$ cat src/rtl/paralelo_serial_pkg.sv
// Shared constants and state encoding for the paralelo_serial link.
// Imported by both the TX serializer and the RX deserializer.
package paralelo_serial_pkg;

    localparam logic [7:0] COM_CHAR = 8'hBC;
    localparam int SYNC_COUNT_DEF = 4;

    typedef enum logic [1:0] {
        ST_IDLE   = 2'd0,
        ST_SYNC   = 2'd1,
        ST_ACTIVE = 2'd2
    } link_state_t;

endpackage

$ cat src/rtl/paralelo_serial_tx.sv
// Byte-to-serial transmitter: MSB-first, back-to-back 8-bit slots.
// Sends a comma preamble after reset, then data or idle commas per slot.
import paralelo_serial_pkg::*;

module paralelo_serial_tx #(
    parameter logic [7:0] COM = COM_CHAR,
    parameter int SYNC_COUNT = SYNC_COUNT_DEF
) (
    input  logic       clk_32f,
    input  logic       reset,
    input  logic [7:0] data_in,
    input  logic       valid_in,
    output logic       ready_out,
    output logic       data_out,
    output logic       active_out
);

    localparam int SW = $clog2(SYNC_COUNT + 1);
    localparam logic [SW-1:0] SYNC_LAST = SW'(SYNC_COUNT);

    link_state_t state;
    logic [7:0] shreg;
    logic [2:0] bit_cnt;
    logic [SW-1:0] sync_cnt;
    logic boundary;
    logic [7:0] slot_byte;

    assign boundary  = (bit_cnt == 3'd7);
    assign slot_byte = valid_in ? data_in : COM;
    assign data_out  = shreg[7];

    // ready only when the upcoming boundary will actually accept data
    assign ready_out = boundary &&
        ((state == ST_ACTIVE) ||
         ((state == ST_SYNC) && (sync_cnt == SYNC_LAST)));

    always_ff @(posedge clk_32f) begin
        if (reset) begin
            state      <= ST_IDLE;
            shreg      <= 8'h00;
            bit_cnt    <= 3'd0;
            sync_cnt   <= '0;
            active_out <= 1'b0;
        end else begin
            unique case (state)
                ST_IDLE: begin
                    shreg    <= COM;
                    bit_cnt  <= 3'd0;
                    sync_cnt <= SW'(1);
                    state    <= ST_SYNC;
                end
                ST_SYNC: begin
                    if (boundary) begin
                        bit_cnt <= 3'd0;
                        if (sync_cnt == SYNC_LAST) begin
                            state      <= ST_ACTIVE;
                            active_out <= 1'b1;
                            shreg      <= slot_byte;
                        end else begin
                            shreg    <= COM;
                            sync_cnt <= sync_cnt + SW'(1);
                        end
                    end else begin
                        shreg   <= {shreg[6:0], 1'b0};
                        bit_cnt <= bit_cnt + 3'd1;
                    end
                end
                ST_ACTIVE: begin
                    if (boundary) begin
                        bit_cnt <= 3'd0;
                        shreg   <= slot_byte;
                    end else begin
                        shreg   <= {shreg[6:0], 1'b0};
                        bit_cnt <= bit_cnt + 3'd1;
                    end
                end
                default: begin
                    state <= ST_IDLE;
                end
            endcase
        end
    end

endmodule

$ cat config.mk
export PLATFORM = sky130hd
export DESIGN_NAME = paralelo_serial_tx
export DESIGN_NICKNAME = d
export VERILOG_FILES = /design/src/rtl/paralelo_serial_pkg.sv /design/src/rtl/paralelo_serial_tx.sv
export SDC_FILE = /design/constraint.sdc
export NUM_CORES = 1
export LEC_CHECK = 0
export CAP_MARGIN = 20
export CORE_MARGIN = 2
export CORE_UTILIZATION = 30
export DETAILED_ROUTE_END_ITERATION = 16
export PLACE_DENSITY = 0.59
export SETUP_SLACK_MARGIN = 0.05
export SYNTH_ARGS = -nofsm -noshare
export SYNTH_HDL_FRONTEND = slang
export SYNTH_SLANG_ARGS = --single-unit
$ cat constraint.sdc
create_clock -name clk_32f -period 2.96 [get_ports clk_32f]
set_input_delay 0.592 -clock clk_32f [delete_from_list [all_inputs] [get_ports clk_32f]]
set_output_delay 0.592 -clock clk_32f [all_outputs]
set_load 0.02 [all_outputs]
After elaboration in Yosys (flattened, before gate mapping)
Index checks and enable logic that the tools add are counted.
Word-level totals
  bits in registers: 17
  output and inout bits: 3
  input port bits: 11
Operators by class
  muxes and demuxes: 13
  equal/unequal tests: 7
  bitwise gates (word level): 1
  $add $sub $neg: 2
  reduce and logical (&&, ||, !) cells: 11
Operators by type and width (number)
  2-to-1 mux 8 bit: 4
  case mux 8 bit (3 select lines): 1
  case mux 3 bit (2 select lines): 2
  2-to-1 mux 3 bit: 3
  AND reduction 3 bit: 3
  adder 3 x 1 -> 3 bit (second input constant): 2
  equality test 3 bit (second input constant): 2
  case mux 2 bit (3 select lines): 1
  2-to-1 mux 2 bit: 2
  inequality test 2 bit (second input constant): 2
  nonzero test 2 bit: 2
  nonzero test 3 bit: 1
  equality test 2 x 1 -> 1 bit (second input constant): 1
  equality test 2 bit (second input constant): 1
  logical AND 1 bit: 2
  zero test 2 bit: 1
  inequality test 2 x 1 -> 1 bit (second input constant): 1
  OR reduction 2 bit: 1
  logical OR 1 bit: 1
  NOT 1 bit: 1

Longest topological paths before layout
Gate-level depths: netlist (run 1).
  depth in word-level cells: 4
  gate-level depth with buffers: 7

Worst setup path after synthesis (run 1)
No wires, ideal clock.
  path type: register -> output
  start: register bit_cnt[0]
  end: output ready_out
  arrival: 1.092 ns
  cell stages (with the launch flop): 6
  buffers on the path: 1
  path slack: 1.276 ns
  data required time: 2.368 ns
  cells stage by stage: dfxtp_1 ha_1 ha_1 buf_4 inv_1 nor2_1
Between the ends
  word-level cells in the longest chain between the ends: 2
RTL lines
  start, declared: RTL line paralelo_serial_tx.sv:23  | logic [2:0] bit_cnt;
  start signal, assigned: RTL line paralelo_serial_tx.sv:65  | bit_cnt <= bit_cnt + 3'd1;
  start signal, assigned: RTL line paralelo_serial_tx.sv:74  | bit_cnt <= bit_cnt + 3'd1;
  equality test 3 bit: RTL line paralelo_serial_tx.sv:28  | assign boundary = (bit_cnt == 3'd7);
  logical AND 1 bit: RTL line paralelo_serial_tx.sv:33  | assign ready_out = boundary &&
  end, declared: RTL line paralelo_serial_tx.sv:13  | output logic ready_out,
Every way passes these cells.

Worst setup path in the final report (run 1)
  start: register state[1]
  end: output ready_out
Between the ends
  word-level cells in the longest chain between the ends: 4
  elaborated cells on any way between the ends: 5
RTL lines
  start, declared: RTL line paralelo_serial_tx.sv:21  | link_state_t state;
  start signal, assigned: RTL line paralelo_serial_tx.sv:39  | state <= ST_IDLE;
  start signal, assigned: RTL line paralelo_serial_tx.sv:50  | state <= ST_SYNC;
  start signal, assigned: RTL line paralelo_serial_tx.sv:56  | state <= ST_ACTIVE;
  equality test 2 x 1 -> 1 bit: RTL line paralelo_serial_tx.sv:35  | ((state == ST_SYNC) && (sync_cnt == SYNC_LAST)));
  logical AND 1 bit: RTL line paralelo_serial_tx.sv:35
  logical OR 1 bit *: RTL line paralelo_serial_tx.sv:34  | ((state == ST_ACTIVE) ||
  logical AND 1 bit *: RTL line paralelo_serial_tx.sv:33
Mark *: on every way between the ends. The rest lies on a longest branch, timed or not.

==> results of run 1 <==
==> worst min path at each step <==
| stage | from | endpoint | slack [ns] |
|---|---|---|---|
| final | shreg[0]$_SDFFE_PP0P_ | shreg[0]$_SDFFE_PP0P_ | 0.47 |
| after global routing | bit_cnt[1]$_SDFFE_PP0P_ | bit_cnt[1]$_SDFFE_PP0P_ | 0.51 |
| after CTS | shreg[0]$_SDFFE_PP0P_ | shreg[0]$_SDFFE_PP0P_ | 0.48 |
| after detailed placement | shreg[0]$_SDFFE_PP0P_ | shreg[0]$_SDFFE_PP0P_ | 0.46 |
| after global placement | shreg[0]$_SDFFE_PP0P_ | shreg[0]$_SDFFE_PP0P_ | 0.46 |
| after floorplan | shreg[0]$_SDFFE_PP0P_ | shreg[0]$_SDFFE_PP0P_ | 0.44 |
==> where the power goes <==
group	switching (µW)	internal, µW	total [µW]
sequential	14.7	251	266
clock	75.8	52.5	128
combinational	76.8	59.5	136
==> area by class of cell <==
cell class,instances,area [µm²]
Fill cell,306,1730
Inverter,9,33.8
Sequential cell,17,340
Tap cell,31,38.8
Clock buffer,4,26.3
Timing Repair Buffer,14,138
Multi-Input combinational cell,73,499
==> Yosys cell counts (2+ instances only) <==
master,number
a211oi_1,2
a21oi_1,15
and3_1,3
dfxtp_1,17
ha_1,8
inv_1,9
nand2_1,8
nand3_1,4
nor2_1,3
o21ai_0,6
o221ai_1,4
o32ai_1,2
==> worst register-to-register path, cell delays in order, from the launching register on <==
cell	delay, ns
dfxtp_1	0.38
ha_1	0.16
ha_1	0.16
buf_4	0.22
nand2_2	0.13
or4b_1	0.52
a21oi_1	0.14
==> flip-flops by register name (all words and copies together) (netlist names) <==
name        count
sync_cnt        3
active_out      1
bit_cnt         3
state           2
shreg           8
==> kinds of logic (layout without fill, tap and decap cells) <==
group / count (synthesis) / in the layout / share of synthesized area
DFF: 17 / 17 / 0.378
and+or+nand+nor: 27 / 27 / 0.158
buffers and inverters: 13 / 27 / 0.0680
muxes: 2 / 2 / 0.0236
AOI/OAI and AO/OA: 36 / 36 / 0.261
adders and majority gates: 8 / 8 / 0.111
==> metrics by stage <==
stage | worst slack (ns) | cell area [µm²] | util
CTS | 0.502 | 1080 | 0.384
floorplan | 1.28 | 901 | -
finish | 0.522 | 1080 | 0.384
global placement | 0.897 | 1050 | 0.374
detailed placement | 0.832 | 1050 | 0.374
global route | 0.411 | 1080 | 0.384
==> layer usage <==
metal,wire length (µm),vias to the layer above,global-route usage
met5,0,-,0
met4,34,0,0.0487
met3,56,4,0.0198
met2,977,12,0.225
met1,963,387,0.166
li1,-,409,-
==> metrics.txt, run 1 <==
Nets=~140; Die Footprint=3460 µm²; Worst path slowest cell=clkdlybuf4s50_1; Post-CTS Hold Buffers=0; Cells after DPL=roughly 140; Reg2Reg Launch Point=bit_cnt[0]$_SDFFE_PP0P_; Setup CP Type=reg -> out; actual slew at the worst max-slew pin=~0.54 ns; first-pass GRT wire length=~3.5 mm; H-Tree Depth=1; fin. max-slew vios=0; initial cell density of the core=0.321; CTS Buf Count=3; Rel. slew slack=0.640; Clock Latency Late Sink=approximately 0.29 ns; clk slew on worst S/H paths=0.10 ns; via count=between 800 and 900; Critical Path RT=2.37 ns; slowest stage delay, CP=approximately 0.53 ns; Hold Path Cell Cnt=2; post_cts resized=0; Root Driver=clkbuf_4; R2R depth=6; maximum VDD drop=around 0.33 mV; setup TNS=0 ns; worst-path fanout max=7; worst hold path type=reg -> reg; Setup-failing EPs final=0; Finished Layout Cells=approximately 150; core area=2810 µm²; Critical Path End Type=output pin; Data arrival, critical path=between 1.5 and 2 ns; number of diodes=0; Worst Setup SP=state[1]$_SDFFE_PP0P_; Layout area overhead=19.4%; number of synthesized flops with an enable pin=0; GP Congestion=0.743; crit path launch type=register; Die Wd=58.8 µm; initial antenna violation count=0; IO Count=14; Synth Area per Inst=8.75 µm²; cell family with most CP delay=buffers and inverters; Final ANT Viol Nets=0; Syn Inst Count=just over 100; DR DRC count=0; vias in the first global route=between 700 and 800; Rows=19; FFs w/ async S/R, synth=0; largest cells by area after synthesis=dfxtp_1, ha_1, a21oi_1, o221ai_1, inv_1; Yosys cell types=34; R2R Setup Slk=around 1.2 ns; clock sinks=17; Leak=approximately 0.00040 µW; CP Depth=5; maximum root-to-sink buffer count=2; final hold violation count=0; Synth area leader=dfxtp_1; Post CTS Setup Buffer Count=0; Post-Syn Nets=roughly 120; Total Wirelength=about 2.0 mm; main flop type after synthesis=dfxtp_1; post-synth top area share=0.378; number of buffers and inverters on the critical path=2; leading cell types in the layout, fill and taps excluded=dfxtp_1, a21oi_1, clkdlybuf4s50_1, inv_1; synthesized cell area=around 900 µm²; RSZ-0062 raised after global routing=false; number of warnings issued by yosys=0; placed wire-length estimate=1.53 mm; #FFs+latches synth=17; Worst Skew=about 0.0026 ns; Routed wire per std cell=13.7 µm; vias per cell=5.49; initial drt markers=13; Port Buffers=13; layout cells sized above 1=0.0769; Fin Hold WS=around 0.47 ns; post-synthesis sequential area ratio=0.378; total gr overflow=0; Period Utilization, post-route=0.824; largest net degree at the start of global routing=17; critical path cell sequence=inv_1, ha_1, a31oi_1, nor2_1, clkdlybuf4s50_1; Max Clk Rate=410 MHz; outcome=completed; P per Cell Area=493 nW/µm²; most common cell after layout, fill and taps aside=dfxtp_1; worst r2r dst=shreg[0]$_SDFFE_PP0P_; TritonCTS clock tree=yes; Die Ht=between 50 and 60 µm; CP endpoint=ready_out; Max Cap Viol=0; all-layer global routing usage=0.131; Tot Pwr=~530 µW; Period minus WS final=approximately 2.4 ns; drt first pass iters=4
Power figures use the tool's default switching activity.
==> run 2: changes to the inputs <==
clock period = 2.5 ns   (was 2.96 ns; I/O delays follow)
==> metrics.txt, run 2 (synthesis gave the netlist of run 1 again) <==
outcome=completed; Worst path slowest cell=clkdlybuf4s50_1; P per Cell Area=584 nW/µm² (+18%); slowest stage delay, CP=0.53 ns (about the same); R2R Setup Slk=0.75 ns (-0.43 ns); worst-path fanout max=5 (-2); placed wire-length estimate=1.53 mm (+0.12%); IO Count=14 (unchanged); core area=2810 µm² (unchanged); Period minus WS final=roughly 2.3 ns; initial cell density of the core=0.321 (unchanged); Critical Path End Type=output pin; Total Wirelength=2.08 mm (+2.6%); maximum VDD drop=0.274 mV (-17%); critical path cell sequence=inv_1, ha_1, a31oi_1, nor2_1, clkdlybuf4s50_1; Setup CP Type=reg -> out; cell family with most CP delay=buffers and inverters; max reg flops=8 (unchanged); Finished Layout Cells=149 (+0.68%); RSZ-0062 raised after global routing=false; Critical Path RT=2.00 ns (-0.37 ns); crit path launch type=register; Nets=138 (+0.73%); Reg2Reg Launch Point=bit_cnt[0]$_SDFFE_PP0P_; Cells after DPL=145 (+0.69%); Layout area overhead=20.6%; Leak=0.000407 µW (+0.93%); hold_sp=shreg[0]$_SDFFE_PP0P_; Filler cells=303 (-0.98%); Tot Pwr=634 µW (+20%); clock sinks=17 (unchanged); H-Tree Depth=1 (unchanged); actual slew at the worst max-slew pin=0.386 ns (-0.152 ns); all-layer global routing usage=0.133 (+0.00152); initial antenna violation count=0 (unchanged); WHS Endpoint=shreg[0]$_SDFFE_PP0P_; worst hold path type=reg -> reg; Port Buffers=13 (unchanged); Reg with most FFs=shreg; CTS Buf Count=3 (unchanged); vias per cell=5.41 (-1.4%); total gr overflow=0 (unchanged); fin. max-slew vios=0 (unchanged); clk slew on worst S/H paths=0.11 ns (about the same); number of buffers and inverters on the critical path=2 (unchanged); TritonCTS clock tree=yes; DR DRC count=0 (unchanged); worst r2r dst=shreg[0]$_SDFFE_PP0P_; final core utilization=0.387 (+0.00357); Rel. slew slack=0.739 (+0.0984); Setup-failing EPs final=0 (unchanged); first-pass GRT wire length=3.42 mm (-2.8%); largest net degree at the start of global routing=17 (unchanged); most common cell after layout, fill and taps aside=dfxtp_1; layout cells sized above 1=0.0932 (+0.0163); Max Cap Viol=0 (unchanged); Hold Path Cell Cnt=2 (unchanged); Routed wire per std cell=14.0 µm (+1.9%); maximum root-to-sink buffer count=2 (unchanged); Largest regs=shreg: 8 flops, bit_cnt: 3 flops, sync_cnt: 3 flops; final hold violation count=0 (unchanged); via count=806 (-0.74%); Data arrival, critical path=1.83 ns (-0.02 ns); Die Ht=58.8 µm (unchanged); Period Utilization, post-route=0.931; Root Driver=clkbuf_4; leading cell types in the layout, fill and taps excluded=dfxtp_1, a21oi_1, clkdlybuf4s50_1, inv_1, nand2_1; R2R depth=6 (unchanged); initial drt markers=11 (-2); Worst Skew=0.00521 ns (+0.00266 ns); GP Congestion=0.718 (-3.4%); Clock Latency Late Sink=0.30 ns (about the same); setup TNS=0 ns (unchanged); number of diodes=0 (unchanged); drt first pass iters=4 (unchanged); Die Wd=58.8 µm (unchanged); Die Footprint=3460 µm² (unchanged); Final ANT Viol Nets=0 (unchanged); Post-CTS Hold Buffers=0 (unchanged); vias in the first global route=784 (-0.76%); Rows=19 (unchanged); Post CTS Setup Buffer Count=0 (unchanged); Max Clk Rate=~430 MHz
## run 2: cell count changes in the layout (fill, tap and decap cells not counted)
cell   before  now
buf_4       1    2
ha_1        8    7
ha_2        0    1
## run 2: power by group
part	leakage, µW	internal [µW]	switching, µW	total, µW
clock network	0.0000150	62.2	92.9	155
logic	0.000252	72.1	90.3	162
registers	0.000139	297	18.9	316
## run 2: cell type report
class,instances,area (µm²),share of cell area
Clock buffer,4,26.3,0.0242
Inverter,9,33.8,0.0311
Multi-Input combinational cell,73,502,0.462
Sequential cell,17,340,0.313
Tap cell,31,38.8,0.0357
Timing Repair Buffer,15,145,0.134
## run 2: per-layer routing
layer / share of wire / track usage / up-vias / wire length [µm]
met5: 0 / 0 / - / 0
met4: 0.021 / 0.0779 / 0 / 44
met3: 0.023 / 0.0198 / 4 / 48
met2: 0.47 / 0.227 / 10 / 987
met1: 0.48 / 0.157 / 384 / 1000
li1: - / - / 408 / -
## run 2: worst max path at each step
| stage | startpoint | endpoint | cells past startpoint |
|---|---|---|---|
| after floorplan | bit_cnt[0]$_SDFFE_PP0P_ | ready_out | 5 |
| after global placement | state[1]$_SDFFE_PP0P_ | ready_out | 5 |
| after detailed placement | state[1]$_SDFFE_PP0P_ | ready_out | 5 |
| after CTS | state[1]$_SDFFE_PP0P_ | ready_out | 5 |
| after global routing | state[0]$_SDFFE_PP0P_ | ready_out | 5 |
| final | state[0]$_SDFFE_PP0P_ | ready_out | 5 |
## run 2: tightest hold or removal path, cell delays in order (launching register included)
cell     delay [ns]
dfxtp_1        0.33
nand2_1        0.06
a21oi_1        0.05
## run 2: stage by stage
step	cell area (µm²)	hold slack, ns	setup WS, ns
3_5_place_dp	1060	0.455	0.464
4_1_cts	1080	0.472	0.118
5_1_grt	1090	0.504	0.0717
2_1_floorplan	901	0.439	0.908
6_report	1090	0.470	0.174
3_3_place_gp	1060	0.454	0.504
## run 2: repair_timing
action,CTS,global route
setup endpoints to repair,0,1
hold endpoints to repair,0,0
gates resized for setup,0,1
